File: src/rtl/multiword_add_sequencer.sv
// Multi-precision adder/subtractor: one shared W-bit carry-lookahead slice,
// time-shared over K chunks (LS chunk first) with a registered inter-chunk carry.
module multiword_add_sequencer #(
  parameter int unsigned W     = 16,
  parameter int unsigned K     = 4,
  parameter int unsigned IDX_W = $clog2(K)
) (
  input  logic           clk,
  input  logic           rst,
  input  logic           start_valid,
  output logic           start_ready,
  input  logic [W*K-1:0] op_a,
  input  logic [W*K-1:0] op_b,
  input  logic           sub,
  output logic [W*K-1:0] result,
  output logic           carry_out,
  output logic           overflow,
  output logic           done_valid,
  input  logic           done_ready
);

  localparam logic [1:0] IDLE = 2'd0;
  localparam logic [1:0] RUN  = 2'd1;
  localparam logic [1:0] DONE = 2'd2;

  localparam int unsigned GRP = 4;
  localparam int unsigned NG  = (W + GRP - 1) / GRP;
  localparam logic [IDX_W-1:0] LAST_IDX = IDX_W'(K - 1);

  logic [1:0]       state;
  logic [W*K-1:0]   a_q;
  logic [W*K-1:0]   b_q;
  logic [W*K-1:0]   result_q;
  logic             carry_q;
  logic [IDX_W-1:0] idx;
  logic             carry_out_q;
  logic             overflow_q;

  logic [W-1:0]  slice_a;
  logic [W-1:0]  slice_b;
  logic [W-1:0]  slice_sum;
  logic [W-1:0]  gen;
  logic [W-1:0]  prop;
  logic [W:0]    c;
  logic [NG-1:0] grp_g;
  logic [NG-1:0] grp_p;
  logic [NG:0]   grp_c;

  assign slice_a = a_q[idx*W +: W];
  assign slice_b = b_q[idx*W +: W];

  // Two-level lookahead: 4-bit group generate/propagate resolve the group
  // carries, then each bit carry is derived from its own group's carry-in.
  always_comb begin
    gen   = slice_a & slice_b;
    prop  = slice_a ^ slice_b;
    grp_g = '0;
    grp_p = '1;
    for (int unsigned j = 0; j < NG; j++) begin
      for (int unsigned k = 0; k < GRP; k++) begin
        if (j*GRP + k < W) begin
          grp_g[j] = gen[j*GRP + k] | (prop[j*GRP + k] & grp_g[j]);
          grp_p[j] = grp_p[j] & prop[j*GRP + k];
        end
      end
    end

    grp_c    = '0;
    grp_c[0] = carry_q;
    for (int unsigned j = 0; j < NG; j++) begin
      grp_c[j+1] = grp_g[j] | (grp_p[j] & grp_c[j]);
    end

    c = '0;
    for (int unsigned b = 0; b < W; b++) begin
      if (b % GRP == 0) begin
        c[b] = grp_c[b / GRP];
      end else begin
        c[b] = gen[b-1] | (prop[b-1] & c[b-1]);
      end
    end
    c[W] = grp_c[NG];

    slice_sum = prop ^ c[W-1:0];
  end

  always_ff @(posedge clk) begin
    if (rst) begin
      state       <= IDLE;
      a_q         <= '0;
      b_q         <= '0;
      result_q    <= '0;
      carry_q     <= 1'b0;
      idx         <= '0;
      carry_out_q <= 1'b0;
      overflow_q  <= 1'b0;
    end else begin
      case (state)
        IDLE: begin
          if (start_valid) begin
            a_q     <= op_a;
            b_q     <= sub ? ~op_b : op_b;
            carry_q <= sub;
            idx     <= '0;
            state   <= RUN;
          end
        end
        RUN: begin
          result_q[idx*W +: W] <= slice_sum;
          carry_q              <= c[W];
          idx                  <= idx + 1'b1;
          if (idx == LAST_IDX) begin
            carry_out_q <= c[W];
            overflow_q  <= c[W-1] ^ c[W];
            state       <= DONE;
          end
        end
        DONE: begin
          if (done_ready) begin
            state <= IDLE;
          end
        end
        default: state <= IDLE;
      endcase
    end
  end

  assign start_ready = (state == IDLE);
  assign done_valid  = (state == DONE);
  assign result      = result_q;
  assign carry_out   = carry_out_q;
  assign overflow    = overflow_q;

endmodule

File: config.mk
export PLATFORM = sky130hd
export DESIGN_NAME = multiword_add_sequencer
export DESIGN_NICKNAME = d
export VERILOG_FILES = /design/src/rtl/multiword_add_sequencer.sv
export SDC_FILE = /design/constraint.sdc
export NUM_CORES = 1
export LEC_CHECK = 0
export CAP_MARGIN = 20
export CORE_MARGIN = 3
export CORE_UTILIZATION = 51
export CTS_CLUSTER_SIZE = 25
export DETAILED_ROUTE_END_ITERATION = 10
export PLACE_DENSITY_LB_ADDON = 0.1
export SLEW_MARGIN = 20
export SYNTH_ARGS = -nofsm -noshare
export SYNTH_HDL_FRONTEND = slang
export SYNTH_SLANG_ARGS = --single-unit
File: constraint.sdc
create_clock -name clk -period 4.95 [get_ports clk]
set_input_delay 0.7425 -clock clk [delete_from_list [all_inputs] [get_ports clk]]
set_output_delay 0.7425 -clock clk [all_outputs]
set_load 0.01 [all_outputs]
# After elaboration in Yosys (flattened, before gate mapping)
# Cells that the tools add are included.
[classes]
eq_ne = 6
bitwise_logic = 73
n_reduce_logical = 6
n_mux = 10
addsub = 2
n_shift = 4
[ops]
columns = ["cell", "count"]
rows = [
  ["$shiftx 64x7->16", 2],
  ["$bwmux 64", 1],
  ["$mux 64", 1],
  ["$not 64->64", 1],
  ["$shift 16x34->64 const A", 1],
  ["$shiftx 16x34->64", 1],
  ["$and 1x1->1", 40],
  ["$neg 6->34", 1],
  ["$xor 16x16->16", 2],
  ["$or 1x1->1", 28],
  ["$and 16x16->16", 1],
  ["$mux 2", 4],
  ["$pmux 2 s3", 1],
  ["$reduce_and 2->1", 3],
  ["$eq 2x2->1 const B", 2],
  ["$ne 2x2->1 const B", 2],
  ["$pmux 2 s2", 1],
  ["$reduce_and 3->1", 1],
  ["$add 2x1->2 const B", 1],
  ["$eq 2x1->1 const B", 1],
  ["$logic_not 2->1", 1],
  ["$ne 2x1->1 const B", 1],
  ["$pmux 1 s2", 1],
  ["$reduce_bool 2->1", 1],
  ["other kinds (2)", 2],
]
[word_totals]
in_bits = 133
output_inout_bits = 68
regBits = 199
word_cells = 109

# Logic depth before layout (Yosys ltp)
[logic_depth]
word_depth = 22
depth_mapped = 18
mapped_depth_nobuf = 15

# Worst setup path before layout
# No wires, ideal clock.
[synth_timing]
path_type = "register -> register"
startpoint = "reg idx[1]"
endpoint = "reg overflow_q, in the netlist overflow"
t_arrival_ns = 4.146
setup_time_ns = 0.125
period_less_slack_ns = 4.271
path_slack_ns = 0.679
required_time_ns = 4.825
n_path_buf = 3
path_stages_with_launch = 19
cell_sequence = "dfxtp_1 buf_2 buf_2 buf_2 mux4_2 ha_1 and3_1 a221oi_1 nor3_1 nor2_1 nor2_1 nor2_1 fa_1 fa_1 fa_1 and3_1 a22o_1 a21oi_1 o2bb2ai_1"
[synth_between]
elab_chain_cells = 20
word_cells_on_any_way = 57
classes_between = "eq/ne: 1; shift: 2; bitwise: 53; reduce/logical: 1"
[synth_rtl]
columns = ["item", "line", "text"]
rows = [
  ["from (decl)", "35", "logic [IDX_W-1:0] idx;"],
  ["from (signal assigned)", "111", "idx <= idx + 1'b1;"],
  ["$shiftx 64x7->16, on equally long branches", "49, 50", ""],
  ["$xor 16x16->16 or $and 16x16->16 (tied branches)", "56, 55", ""],
  ["$and 1x1->1", "62", "grp_g[j] = gen[j*GRP + k] | (prop[j*GRP + k] & grp_g[j]);"],
  ["$or 1x1->1", "62", ""],
  ["$and 1x1->1", "62", ""],
  ["$or 1x1->1", "62", ""],
  ["$and 1x1->1", "62", ""],
  ["$or 1x1->1", "62", ""],
  ["[4 not listed]", "--", ""],
  ["$or 1x1->1", "71", "grp_c[j+1] = grp_g[j] | (grp_p[j] & grp_c[j]);"],
  ["$and 1x1->1", "79", "c[b] = gen[b-1] | (prop[b-1] & c[b-1]);"],
  ["$or 1x1->1", "79", ""],
  ["$and 1x1->1", "79", ""],
  ["$or 1x1->1", "79", ""],
  ["$and 1x1->1", "79", ""],
  ["$or 1x1->1", "79", ""],
  ["$xor 1x1->1", "114", "overflow_q <= c[W-1] ^ c[W];"],
  ["to (signal assigned)", "114", ""],
  ["to (decl)", "37", "logic overflow_q;"],
]
# Several ways; a longest one is shown, not always the timed one.
# A chain may end at the register's enable or synchronous reset.

# Worst setup path in the final report
[layout_timing]
startpoint = "reg idx[0]"
endpoint = "reg result_q[47], in the netlist result[47]"
[layout_between]
elab_chain_cells = 22
word_cells_on_any_way = 66
classes_between = "add/sub: 1; shift: 4; mux: 1; bitwise: 60"
[layout_rtl]
columns = ["item", "line", "text"]
rows = [
  ["$shiftx 64x7->16, on equally long branches", "49, 50", ""],
  ["$xor 16x16->16 or $and 16x16->16 (tied branches)", "56, 55", ""],
  ["$and 1x1->1", "62", ""],
  ["$or 1x1->1", "62", ""],
  ["$and 1x1->1", "62", ""],
  ["$or 1x1->1", "62", ""],
  ["$and 1x1->1", "62", ""],
  ["$or 1x1->1", "62", ""],
  ["[6 not listed]", "--", ""],
  ["$or 1x1->1", "79", ""],
  ["$and 1x1->1", "79", ""],
  ["$or 1x1->1", "79", ""],
  ["$and 1x1->1", "79", ""],
  ["$or 1x1->1", "79", ""],
  ["$xor 16x16->16", "84", "slice_sum = prop ^ c[W-1:0];"],
  ["$shiftx 16x34->64", "109", "result_q[idx*W +: W] <= slice_sum;"],
  ["$bwmux 64 (*)", "109", ""],
  ["to (signal, indexed assignment)", "109", ""],
  ["to (decl)", "33", "logic [W*K-1:0] result_q;"],
]
# Every way passes the cells marked *; elsewhere a longest branch is shown, timed or not.

==> impl_metrics.toml <==
[synthesis]
yosysWarnings = 0
yosysSeqAreaShare = 0.445
synth_commonest_cells = "dfxtp_1 (199), nor2_1 (182), nand2_1 (135)"
ys.flop_type = "dfxtp_1"
synth_top_area_share = 0.445
async_flop_share = 0
synth_area_um2 = 8950
synth-xor-area-share = 0.0665
synth_top_family_by_area = "simple AND/OR/NAND/NOR gates"
synth-simple-area-share = 0.152
syn_inst = 996
syn_area_per_cell_um2 = 8.99
synth_mux_area_frac = 0.0805
synthTopCellsByArea = "dfxtp_1 (45%), mux4_2 (8.1%), nor2_1 (7.6%)"
synth.most_common_cell = "dfxtp_1"
ys_ff_latch = 199
synth_nets = 1163
synthAdderAreaFrac = 0.0576
synth_enable_flop_cells = 0
synth_compound_area_frac = 0.148
synth.distinct_cells = 35
yosys.area.top_type = "dfxtp_1"

[placed_design]
placed_area_um2 = 11000
gp_congestion = 0.814
dp_hpwl_um = 17200
io_buffers = 200

[timing]
rsz0062_at_grt = "no"
worst_slew_pin_slew_ps = 981
fin_skew_ps = 7.65
hold_viol = 0
finalSetupTns_ps = 0
fmax_ghz = 0.226
min_period_over_period = 0.894
finalMaxSlewViolations = 0
finalCriticalPeriod_ps = 4420
setup-violations-final = 0
slew_headroom = 0.346

[flow_run]
maxCapViolCount = 0

[pwr]
finalPower_mw = 3.82
internal-power_mw = 2.81
clkPwrFrac = 0.369
p_sw_mw = 1.01
switching_share = 0.264
p_seq_frac = 0.462
peakVddDrop_uv = 251
p_comb_frac = 0.169
powerDensity_nw_per_um2 = 330
p_leak_nw = 4.20

[detailed_routing]
drc_errors = 0
wl_per_cell_um = 16.7
ant_nets = 0
vias_per_cell = 5.34
dr.pass1.iters = 5
first_iter_violations = 439
vias = 7380
wirelength_um = 23000

[cts]
htreeDepth = 4
cts-root-buf = "clkbuf_16"
cts_resized = 0
clock_sinks = 199
clk_latency_ps = 430
cts_tree = "done"
clk_pin_slew_ps = 70
cts_buffers = 17
cts_setup_buffers = 0
hold_buffers = 0
clock_path_buffers = 2

[setup_path]
critical_path.cell_chain = "mux4_2, ha_1, and3_1, a221oi_1, nor3_1, nor2_1, nor2_1, nor2_1, fa_1, fa_1, fa_1, xnor2_1, a22oi_1, nor2_1"
startpoint_type = "flop"
critPathBufInv = 0
crit_family = "adder cells"
crit_path_frequent_cell = "nor2_1"
cp.arrival_ps = 4780
worst-setup-path-type = "reg -> reg"
cpMaxStageDelayCell = "dfxtp_2"
crit_path_max_fanout = 17
worst_path_largest_cell_delay_ps = 680
critPathRequiredTime_ps = 5310
critPathCaptureType = "flop"

[finish]
final_cell_area_um2 = 11600
nets = 1316
utilization = 0.685
final_layout_size_suffix_gt1_frac = 0.0732
area_growth_pct = 29.1
fillers = 1376
multi_input_area_um2 = 4520
regArea_um2 = 3990
diodes = 0

[floorplanning]
core_area_um2 = 16900
fp-row-count = 47
initial_utilization = 0.530
die_area_um2 = 19200
pin_count = 201
fp.dieW_um = 138
die_h_um = 138

[grt]
grt_first_pass_wirelength_um = 36800
grt_pass1_vias = 6880
grt-ovfl-total = 0
grt_antenna_before_repair = 0
grt_max_degree = 125
grt_util_all_layers = 0.237

[min_path]
worst_hold_path_type = "reg -> reg"

[run_status]
outcome = "finished, final reports clean"
[sequential cells by signal, indices dropped and copies added, names as in the netlist]
register / count
carry_out: 1
overflow: 1
carry_q: 1
state: 2
b_q: 64
a_q: 64
idx: 2
result: 64
[path summary, 6_finish.rpt]
| check | from | to | slack (ps) | depth (start not counted) |
|---|---|---|---|---|
| worst min register to register | a_q[59]$_SDFFE_PP0P_ | a_q[59]$_SDFFE_PP0P_ | 460 | 2 |
| worst min-delay path | a_q[59]$_SDFFE_PP0P_ | a_q[59]$_SDFFE_PP0P_ | 460 | 2 |
| worst max-delay path | idx[0]$_SDFFE_PP0P_ | result[47]$_SDFFE_PP0P_ | 530 | 14 |
| worst max register to register | idx[0]$_SDFFE_PP0P_ | result[47]$_SDFFE_PP0P_ | 530 | 14 |
[power by group through the flow]
stage | Clock (mW) | Combinational (mW) | Sequential, mW
after floorplan | 0 | 0.413 | 1.77
after global placement | 0 | 0.638 | 1.80
after detailed placement | 0 | 0.646 | 1.80
after CTS | 1.42 | 0.648 | 1.76
after global routing | 1.48 | 0.710 | 1.77
final | 1.41 | 0.646 | 1.76
[cells by family after synthesis]
family / count (synthesis)
AO/OA/AOI/OAI: 217
XOR/XNOR: 68
adder cells (fa/ha/maj): 34
buffers and inverters: 103
flip-flops: 199
multiplexers: 32
AND/OR/NAND/NOR: 343
[cell usage in the layout, fill, tap and decap left out, types with 2 or more instances in the layout]
| cell type | Yosys | layout |
|---|---|---|
| nand2_2 | 2 | 3 |
| a21oi_1 | 119 | 119 |
| a22oi_1 | 21 | 21 |
| nor2_1 | 182 | 182 |
| clkinv_2 | 0 | 4 |
| dfxtp_2 | 0 | 2 |
| nor3_1 | 7 | 7 |
| o2bb2ai_1 | 2 | 2 |
| mux4_2 | 32 | 32 |
| buf_4 | 3 | 11 |
| o21ai_0 | 3 | 3 |
| inv_1 | 26 | 26 |
| bufinv_16 | 0 | 3 |
| clkbuf_16 | 0 | 17 |
| fa_1 | 12 | 12 |
| and3_1 | 2 | 2 |
| nand2_1 | 135 | 134 |
| or3_1 | 2 | 2 |
| a21o_1 | 5 | 5 |
| nand2b_1 | 3 | 3 |
| nand4_1 | 3 | 3 |
| xnor2_1 | 68 | 68 |
| ha_1 | 22 | 22 |
| a211oi_1 | 65 | 65 |
| clkdlybuf4s50_1 | 0 | 198 |
| clkinv_4 | 0 | 3 |
| dfxtp_1 | 199 | 197 |
[area by class of cell]
| class | instances | share of cell area |
|---|---|---|
| tap | 220 | 0.0238 |
| inverter | 27 | 0.00877 |
| clock inverter | 12 | 0.0132 |
| clock buffer | 19 | 0.0383 |
| timing repair buffer | 210 | 0.180 |
| multi-input combinational | 694 | 0.391 |
| sequential | 199 | 0.345 |
[worst min-delay path, delay by kind of cell (launching register included)]
| family | cells | cell delay, ps |
|---|---|---|
| AO/OA/AOI/OAI | 1 | 50 |
| flip-flops | 1 | 310 |
| AND/OR/NAND/NOR | 1 | 50 |
[per-layer routing]
layer	up-vias	global-route usage	wire length, um
li1	3687	-	-
met1	3414	0.327	10300
met2	250	0.384	11100
met3	29	0.0445	1230
met4	0	0.0650	410
met5	-	0	0
[stage by stage]
| step | cells | worst slack (ps) | hold WS, ps |
|---|---|---|---|
| detailed placement | 1350 | 554 | 446 |
| finish | 1381 | 525 | 456 |
| global placement | 1350 | 660 | 442 |
| floorplan | 996 | 679 | 433 |
| CTS | 1381 | 512 | 455 |
| global route | 1381 | 135 | 476 |
No activity file was read; power rests on OpenSTA's default activity.
